$ cat src/rtl/product_accumulator.sv
// Sums LEN consecutive multiplier products into one W-bit result; out_valid rises the cycle after the LEN-th accept.
// Backpressure: in_ready only in ACCUM; the result is held in DONE until out_ready, with no new products taken.
module product_accumulator #(
  parameter int n   = 4,
  parameter int LEN = 4,
  parameter int G   = 4
) (
  input  logic             clk,
  input  logic             rst,
  input  logic             start,
  input  logic             in_valid,
  output logic             in_ready,
  input  logic [2*n-1:0]   prod,
  output logic [2*n+G-1:0] acc_out,
  output logic             out_valid,
  input  logic             out_ready,
  output logic             busy,
  output logic             overflow
);

  localparam int W  = 2*n + G;
  localparam int CW = $clog2(LEN + 1);
  localparam logic [CW-1:0] LAST = CW'(LEN - 1);

  typedef enum logic [1:0] {
    IDLE  = 2'd0,
    ACCUM = 2'd1,
    DONE  = 2'd2
  } state_t;

  state_t        state;
  state_t        state_nxt;
  logic [CW-1:0] count;
  logic          accept;
  logic          last_accept;
  logic [W:0]    sum;

  assign accept      = in_valid & in_ready;
  assign last_accept = accept & (count == LAST);
  // One extra bit on the adder captures the carry out of the W-bit accumulator.
  assign sum         = {1'b0, acc_out} + {{(G+1){1'b0}}, prod};

  always_ff @(posedge clk) begin
    if (rst) state <= IDLE;
    else     state <= state_nxt;
  end

  always_comb begin
    state_nxt = state;
    case (state)
      IDLE:    if (start)       state_nxt = ACCUM;
      ACCUM:   if (last_accept) state_nxt = DONE;
      DONE:    if (out_ready)   state_nxt = IDLE;
      default:                  state_nxt = IDLE;
    endcase
  end

  always_comb begin
    in_ready  = (state == ACCUM);
    out_valid = (state == DONE);
    busy      = (state != IDLE);
  end

  // acc_out and overflow keep the last result through IDLE until the next start.
  always_ff @(posedge clk) begin
    if (rst) begin
      acc_out  <= '0;
      count    <= '0;
      overflow <= 1'b0;
    end else if (state == IDLE && start) begin
      acc_out  <= '0;
      count    <= '0;
      overflow <= 1'b0;
    end else if (accept) begin
      acc_out  <= sum[W-1:0];
      count    <= count + CW'(1);
      overflow <= overflow | sum[W];
    end
  end

endmodule

$ cat config.mk
export PLATFORM = sky130hd
export DESIGN_NAME = product_accumulator
export DESIGN_NICKNAME = d
export VERILOG_FILES = /design/src/rtl/product_accumulator.sv
export SDC_FILE = /design/constraint.sdc
export NUM_CORES = 1
export LEC_CHECK = 0
export BUFFER_PORTS_ARGS = -buffer_cell sky130_fd_sc_hd__buf_2
export CORE_MARGIN = 1.5
export CORE_UTILIZATION = 51
export CTS_CLUSTER_DIAMETER = 30
export DETAILED_ROUTE_END_ITERATION = 6
export MAX_ROUTING_LAYER = met4
export PLACE_DENSITY = 0.83
export SETUP_SLACK_MARGIN = 0.5
export SLEW_MARGIN = 20
export SYNTH_ARGS = -nofsm -noshare
export SYNTH_HDL_FRONTEND = slang
export SYNTH_SLANG_ARGS = --single-unit
$ cat constraint.sdc
create_clock -name clk -period 2.1 [get_ports clk]
set_clock_uncertainty 0.2 [all_clocks]
set_input_delay 0.21 -clock clk [delete_from_list [all_inputs] [get_ports clk]]
set_output_delay 0.21 -clock clk [all_outputs]
set_load 0.05 [all_outputs]
# Word level (Yosys, flattened, before mapping)
# Cells that the tools add are included.
# word_totals
reg_bits	18
output_inout_bits	16
# classes
n_reduce_logical	5
n_bitwise	3
add_sub_neg	2
eq_ne	6
n_mux	4
# ops
cell	n
12-bit by 8-bit adder with 13-bit output	1
2-bit two-way mux	3
2-bit case mux with 3 select lines	1
2-bit by 1-bit inequality test with 1-bit output (second input constant)	2
3-bit by 1-bit adder with 3-bit output (second input constant)	1
3-bit by 2-bit equality test with 1-bit output (second input constant)	1
3-bit AND reduction	1
1-bit bitwise AND	2
2-bit by 1-bit equality test with 1-bit output (second input constant)	1
2-bit equality test (second input constant)	1
2-bit zero test	1
2-bit inequality test (second input constant)	1
2-bit nonzero test	1
2-bit OR reduction	1
1-bit logical AND	1
1-bit bitwise OR	1

# Depth between registers and ports, before layout
# Gate-level depths: netlist (run 1).
# logic_depth
depth_word	5
depth_mapped	6

# Least setup slack after synthesis (run 1)
# No wires, ideal clock.
# synth_timing
kind	register -> register
from	reg acc_out[1]
to	reg acc_out[7]
path_slack_ns	-0.255
stages_incl_launch_ff	6
arrival_time_ns	2.039
cell_sequence	dfxtp_1 > ha_1 > a211o_1 > a21o_1 > a311o_1 > a31o_2
# synth_between
elab_chain_len	1
# synth_rtl
item	line_no	rtl
start: declaration	14	output logic [2*n+G-1:0] acc_out,
start signal: assignment	75	acc_out <= sum[W-1:0];
12-bit by 8-bit adder with 13-bit output	41	assign sum = {1'b0, acc_out} + {{(G+1){1'b0}}, prod};
# Every way passes these cells.
# A chain may end at the register's enable or synchronous reset.

# Worst setup path in the final report (run 1)
# layout_timing
from	reg acc_out[0]
to	reg acc_out[6]
# The elaborated chain is that of the path after synthesis.

==> run summary, run 1 <==
After layout, the worst path uses 91.8% of the clock period. In the final layout, the share of cells above drive strength 1 is 44.1%. Routability-driven placement finished with a final weighted congestion of 0.809.

Setup slack closes at 0.172 ns. The critical path in this run is classified as reg -> reg. The logs give 196 for the final layout net count and 25.9% for the overall global routing resource usage. Measured against its own limit, the worst slew margin works out to 67.9%. The filler cells instantiated in the layout total 136.

Setup total negative slack on the finished layout was measured at 0 ns. The via count normalized by instance count is 5.89, and the floorplan die height is 49.7 microns. The logs give 1 for the number of levels the H-tree was split into and 392 sq um for the register cell area after layout. Setup repair after global routing could not meet its margin everywhere. The count of clock tree sinks came out at 18. The number of antenna violations at the first check in global routing was 0; the worst-margin pin slew was 0.482 ns.

The region available for standard cell placement spans 0.00200 sq mm. Summed over all layers, the global routing overflow is 0. STA classifies the critical path endpoint as a flip-flop.

At the placement stage, the worst setup path has a slack of 0.156 ns. The worst path needs 1.93 ns of the cycle, external delays included. Entering global routing, the biggest net connects 15 pins. Combinational logic is responsible for 28.6% of the overall power. The clock transition time at the flip-flop clock pins of the worst setup and hold paths was 0.10 ns; the sequential element share of the synthesized area was 32.4%. The die width came out at 49.7 microns. The tools report the switching power total as 228 uW. The final hold violation count was 0; the sequential power share was 48.6%. Derived from the worst setup path, the maximum achievable clock frequency is 0.519 GHz.

In this run, CTS created clock tree buffers numbering 3. The run gives 1056 as the via count of the first global-routing pass. The maximum number of buffers from clock root to sink was 2. 29 I/O pins were placed. In the routed design, unresolved DRC markers number 0. Of the total power, the clock network draws 22.8%. The min-delay analysis places its worst path in the category in -> reg. TritonCTS built the clock tree. The first routing iteration left 47 violations. Synthesis produced 128 cells. Dividing total power by cell area gives a power density of 447 mW/mm^2.

After detailed routing, the average wire length per cell comes to 16.9 microns. The count of synthesis-stage warnings from yosys is 0. The cell class contributing the biggest share of worst-path delay is compound AO/OA/AOI/OAI gates. The data arrival time of the worst path was 1.92 ns.

The run finished with clean final reports. In this run the static leakage power is 0.000715 uW. The combined buffer and inverter count along the critical path is 0, and the wire length of the first global-routing pass is 4720 microns. The signal on the critical path passes through ha_4 -> fa_2 -> a211oi_2 -> o21a_1 -> xnor2_1 -> o2bb2ai_1.

The die area came out at 0.00247 sq mm. The library cell used as clock root buffer is clkbuf_4. During placement, the flow inserted port buffers numbering 28. IR analysis of the VDD net gives a maximum drop of 0.000658 V. The maximum fanout count along the critical path is 3.

The tools report the cell-internal power as 499 uW. Among all stages on the critical path, the largest delay is contributed by dfxtp_4. The synthesized design contains 18 register bits. The average instance area after synthesis works out to 8.70 sq um. The multi-input combinational cells in the finished layout cover a total of 891 sq um.

The cell area that synthesis handed to floorplanning was 0.00111 sq mm. The tools report the number of max-slew violations in the final report as 0. The floorplan has 16 rows. The total detailed-routing wirelength came out at 3340 microns. The largest single stage delay on the critical path is 0.37 ns. Setup violations remaining at the end of the flow were counted as 0.

The first detailed-routing pass ran for 4 iterations. The run gives 0 as the number of inserted diodes. For the number of nets with antenna violations after routing, the log shows 0.

Relative to the synthesized area, the layout overhead comes to 46.1%. Clock latency on the worst-skew pair, taken at its later pin, is 0.28 ns. The tools report the initial cell density of the core as 55.6%. Synthesis instantiated 39 different standard cells from the library.

Detailed placement finished with a half-perimeter wire length of 2060 microns. Summing over every cut layer, the via total after detailed routing is 1160. The number of nets in the synthesized netlist came out at 152. The tool flagged a number of max-cap violations equal to 0. STA classifies the critical path startpoint as a flip-flop. The switching part of the total power was 31.4%; the required time of the worst setup path was 2.09 ns.
logic make-up after synthesis:
family	count (synthesis)	synth area share, %
AOI/OAI and AO/OA	44	27.9
DFF	18	32.4
buffers and inverters	8	2.92
muxes	2	1.80
and+or+nand+nor	41	18.9
adders and majority gates	11	13.0
xor gates and xnor gates	4	3.15
Yosys cell counts, drive strengths merged:
cell	instances	share of area, %
a32oi	1	0.79
nand3b	1	1.8
and3b	1	0.79
xnor2	3	2.4
o211a	2	1.8
o21ai	4	1.8
nand3	6	2.7
or3	3	1.7
nor2b	1	0.56
clkbuf	1	0.34
dfxtp	18	32
o211ai	2	1.3
buf	3	1.2
a2111o	1	1.0
a31o	1	0.79
a211oi	4	2.7
a311o	1	0.90
nand2b	2	1.1
a2bb2oi	1	0.79
a21o	7	4.7
a31oi	2	1.1
nand2	16	5.4
and4	1	0.79
a21oi	11	4.9
and3	1	0.56
nor2	7	2.4
o21a	1	0.67
and2b	1	0.67
nor3	1	0.45
ha	10	11
o2bb2ai	2	1.6
inv	4	1.3
a211o	2	1.6
mux2i	2	1.8
xor2	1	0.79
o31a	1	0.79
o22ai	1	0.56
fa	1	1.8
metal layers:
metal | vias to the layer above | GRT usage, % | routed length, microns
met5 | - | - | 0
met4 | 0 | 9.26 | 85
met3 | 8 | 4.24 | 143
met2 | 42 | 46.4 | 1750
met1 | 551 | 28.7 | 1360
li1 | 559 | - | -
cells in the final DEF (no fill, tap or decap), types with 2 or more instances in the layout:
cell       instances
a211o_1            2
a211oi_1           2
a21o_1             7
a21oi_1            8
a21oi_2            3
a31oi_1            2
buf_2             27
buf_4             11
buf_6              4
clkbuf_4           3
dfxtp_1            9
dfxtp_4            8
ha_1               2
ha_4               8
inv_1              4
mux2i_1            2
nand2_1           16
nand2b_1           2
nand3_1            5
nor2_1             7
o211a_1            2
o211ai_1           2
o21ai_1            2
o2bb2ai_1          2
or3_1              3
xnor2_1            3
sequential cells by signal, indices dropped and copies added, names as in the netlist:
signal    cells
overflow      1
count         3
acc_out      12
state         2
final timing paths:
| check | to | depth (start not counted) | slack (ns) | startpoint |
|---|---|---|---|---|
| min reg2reg | count[1] | 2 | 0.29 | count[1] |
| max | acc_out[6] | 6 | 0.17 | acc_out[0] |
| max reg2reg | acc_out[6] | 6 | 0.17 | acc_out[0] |
| min | state[1] | 4 | 0.02 | out_ready |
metrics by stage:
stage	std cells	total power (uW)	util (%)	area [sq um]	hold WS [ns]
final	197	728	81.3	1630	0.0152
after global routing	197	767	81.3	1630	0.0401
after CTS	192	709	76.6	1530	0.00864
after detailed placement	182	525	70.4	1410	0.225
after global placement	182	518	70.4	1410	0.217
after floorplan	128	478	-	1240	0.0824
what timing repair did:
action | in CTS | in global routing
hold endpoints to repair | 2 | 0
gates resized for setup | 7 | 15
pin swaps | 9 | 11
buffers inserted | 6 | 5
hold buffers | 1 | 0
setup endpoints to repair | 13 | 13
worst register-to-register path: stages (launching register included):
cell and delay, ns:
dfxtp_4 0.37, ha_4 0.17, fa_2 0.36, a211oi_2 0.23, o21a_1 0.18, xnor2_1 0.16, o2bb2ai_1 0.18
cell type report:
cell class	count	share of cell area, %
multi-input cells	102	54.8
repair buffers	43	16.8
well taps	27	2.08
clock buffers	3	1.38
flip-flops and latches	18	24.1
inverters	4	0.923
power by group through the flow:
stage / clock (uW) / sequential [uW] / combinational (uW)
2_1_floorplan: 0 / 377 / 100
6_report: 166 / 353 / 208
5_1_grt: 192 / 355 / 220
3_3_place_gp: 0 / 360 / 158
4_1_cts: 173 / 353 / 182
3_5_place_dp: 0 / 361 / 165
No activity file was read; power rests on OpenSTA's default activity.
==> inputs of run 2 (changes only) <==
--- a/config.mk
+++ b/config.mk
@@ -5,13 +5,14 @@
 export SDC_FILE = /design/constraint.sdc
 export NUM_CORES = 1
 export LEC_CHECK = 0
+export ABC_AREA = 1
 export BUFFER_PORTS_ARGS = -buffer_cell sky130_fd_sc_hd__buf_2
 export CORE_MARGIN = 1.5
-export CORE_UTILIZATION = 51
+export CORE_UTILIZATION = 53
 export CTS_CLUSTER_DIAMETER = 30
 export DETAILED_ROUTE_END_ITERATION = 6
 export MAX_ROUTING_LAYER = met4
-export PLACE_DENSITY = 0.83
+export PLACE_DENSITY = 0.85
 export SETUP_SLACK_MARGIN = 0.5
 export SLEW_MARGIN = 20
 export SYNTH_ARGS = -nofsm -noshare
==> run 2 against run 1 <==
- worst hold slack improved by 0.056 ns
- cell area increased by 11%
- power increased by 14%
- critical endpoint is now acc_out[10]
==> run summary, run 2 <==
The flow ran to the end, and the final reports show no timing, DRC or antenna violations. The run gives 828 uW (+14%) as the total design power. The peak per-stage delay on the critical path works out to 0.37 ns (about the same).

The number of remaining DRC errors is 0 (unchanged). The floorplan die height is 51.2 microns (+3.0%). The tools report the number of max-slew violations in the final report as 0 (unchanged). Class of the most critical hold timing path: in -> reg.

The logs give 28.5% (+2.6 points) for the overall global routing resource usage and 0 (unchanged) for the number of nets with antenna violations after routing. The count of placed standard cells including taps is 227 (+25%). The count of clock tree sinks is 18 (unchanged), and the flip-flop count of the largest register, all copies and words added is 12 (unchanged).

The run gives 0 (unchanged) as the number of inserted diodes. The wire length of the first global-routing pass was 5390 microns (+14%); the number of top-level design ports was 29 (unchanged). The share of flip-flops with an asynchronous set or reset is 0% (unchanged).

Largest voltage drop on the vdd net: 0.000510 V (-23%). The tools report the iteration count of the initial detailed-routing pass as 4 (unchanged). The max capacitance violation total is 0 (unchanged), and the maximum number of pins on one net before global-route repair is 21 (+6).

The leading register cell type out of synthesis is dfxtp_1. The number of unique standard cell types used by synthesis was 29 (-26%); the number of flops mapped to enable cells by yosys was 0 (unchanged). The tools report the number of nets in the synthesized netlist as 198 (+30%). The combined buffer and inverter count along the critical path works out to 0 (unchanged). The number of fill cells is 133 (-2.2%). The total detailed-routing wirelength came out at 4120 microns (+23%). The number of placement rows came out at 17 (+1).

The area fraction of the dominant cell type after synthesis works out to 29.3% (-3.1 points). The area of the mapped netlist was 0.00123 sq mm (+11%); the minimum clock period after layout was 1.85 ns (-0.0812 ns). The final instance count without filler cells is 244 (+24%), and the number of standard cells after synthesis is 174 (+36%). Average instance area after synthesis: 7.08 sq um (-19%). Walking the worst path, the cells encountered are ha_4 -> fa_2 -> nand2_2 -> nand2_4 -> nand3_4 -> nand3_4 -> nand2_2 -> nand2_1 -> nand2_1 -> nor2_2.

The slowest stage of the critical path is the dfxtp_4 cell. Number of buffers inserted by port buffering: 28 (unchanged). The final hold violation count was 0 (unchanged).

Setup repair after global routing could not meet its margin everywhere. By count the netlist is led by nand2_1, inv_1, dfxtp_1, nand3_1, nor2_1. Required time of the worst setup path: 2.11 ns (+0.02 ns). In the layout the commonest cells are nand2_1, buf_2, inv_1.

The run gives 0.541 GHz (+4.4%) as the maximum clock frequency. The CTS buffer count was 3 (unchanged). TritonCTS built the clock tree. The tools report the tightest slew margin relative to the limit as 77.1% (+9.2 points). The final worst-path cycle share was 87.9% (-3.9 points).

The ratio of total power to cell area works out to 460 mW/mm^2 (+2.8%). For the final layout net count, the log shows 241 (+23%). The per-cell routed wire length is 16.9 microns (-0.35%). The critical path in this run is classified as reg -> reg. Die width: 51.2 microns (+3.0%). The root buffer cell chosen for the clock tree is clkbuf_4. For the HPWL after detailed placement, the log shows 2160 microns (+4.9%). The via count of the first global-routing pass came out at 1244 (+18%). The placeable core region is 0.00221 sq mm (+10%). In the post-synthesis netlist, the biggest area contributors are dfxtp_1, nand2_1, ha_1. The number of antenna violations at the first check in global routing is 0 (unchanged), and the fraction of layout instances using a drive strength above 1 is 48.6% (+4.5 points). The worst-margin pin slew is 0.341 ns (-0.141 ns). The worst setup path is launched from a flip-flop.

The routed via count was 1377 (+19%); the total congestion overflow was 0 (unchanged). The largest registers in the layout are acc_out x12, count x3, state x2. The number of levels the H-tree was split into came out at 1 (unchanged).

Most used standard cell by instance count after synthesis: nand2_1. Grouping stages by cell kind, the critical path spends the most delay in simple AND/OR/NAND/NOR gates. Sequential element share of the synthesized area: 29.3% (-3.1 points). The library cell used most frequently in the layout, excluding fill and tap cells, is nand2_1. The number of DRC markers in iteration 0 was 27 (-43%). The element type at the critical path end was a flip-flop. The count of synthesis-stage warnings from yosys is 0 (unchanged), and the die area is 0.00262 sq mm (+6.0%). The maximum number of buffers from clock root to sink was 2 (unchanged). The clock transition time at the flip-flop clock pins of the worst setup and hold paths came out at 0.12 ns (+0.02 ns). The final number of setup-violating endpoints is 0 (unchanged). The register bit count reported by yosys came out at 18 (unchanged). Placer congestion estimate: 0.908 (+12%).

For the later-pin clock latency in the skew report, the log shows 0.31 ns (+0.03 ns). For the data arrival time of the worst path, the log shows 1.86 ns (-0.06 ns). The top register by number of flip-flops was acc_out. From synthesis to final layout, the design area changed by 46.3%. For the initial cell density of the core, the log shows 55.7% (about the same). The maximum fanout count along the critical path was 4 (+1). The largest total area in the synthesized netlist belongs to dfxtp_1.

Via count normalized by instance count: 5.64 (-4.2%). The logs give 0.000878 uW (+23%) for the standby leakage power and 0 ns (unchanged) for the total negative slack.
[run 2: what timing repair did]
item | in CTS | in global routing
pin swaps | 6 | 20
setup endpoints to repair | 15 | 16
hold endpoints to repair | 2 | 0
hold buffers | 3 | 0
gates cloned | 0 | 0
setup buffers | 3 | 7
resized for setup | 14 | 32
[run 2: worst reg2reg max path: stages (launching register included)]
cell,delay [ns]
dfxtp_4,0.37
ha_4,0.16
fa_2,0.35
nand2_2,0.12
nand2_4,0.08
nand3_4,0.08
nand3_4,0.10
nand2_2,0.12
nand2_1,0.06
nand2_1,0.07
nor2_2,0.03
[run 2: report_power, final]
part | internal, uW | leakage (uW) | total, uW | switching, uW
Combinational | 93.7 | 0.000704 | 242 | 148
Sequential | 344 | 0.000153 | 355 | 10.5
Clock | 106 | 0.0000210 | 232 | 126
[run 2: metrics by stage]
step	cell area [sq um]	hold slack (ns)	utilization [%]	setup WS, ns
2_1_floorplan	1290	0.0717	-	0.356
3_3_place_gp	1420	0.204	64.1	0.384
3_5_place_dp	1420	0.211	64.1	0.330
4_1_cts	1620	0.0688	73.0	0.370
5_1_grt	1800	0.101	81.4	0.215
6_report	1800	0.0712	81.4	0.253
[run 2: kinds of logic (layout without fill, tap and decap cells)]
kind of cell / count (synthesis) / in the layout / share of synthesized area [%]
simple gates: 89 / 89 / 32.8
buf+inv: 31 / 73 / 12.9
xor+xnor: 3 / 3 / 2.13
fa+ha+maj: 11 / 11 / 11.8
compound gates: 22 / 22 / 11.1
flops: 18 / 18 / 29.3
[run 2: metal layers]
layer  GRT usage, %  up-vias  share of wire, %
li1               -      638                 -
met1           30.8      638                37
met2           50.6       79                52
met3           4.68       22               6.3
met4           13.5        0               5.1
met5              -        -                 0
[run 2: path summary, 6_finish.rpt]
kind,startpoint,end,slack (ns),depth (start not counted)
max,acc_out[0],acc_out[10],0.25,10
min,in_valid,acc_out[0],0.07,4
max reg2reg,acc_out[0],acc_out[10],0.25,10
min reg2reg,count[1],count[1],0.29,2
[run 2: area by class of cell]
cell class	instances	area (sq um)	share of cell area (%)
Multi-Input combinational cell	125	980	54.4
Clock buffer	4	36.3	2.01
Timing Repair Buffer	41	248	13.8
Inverter	28	110	6.11
Sequential cell	18	393	21.8
Tap cell	28	35.0	1.94
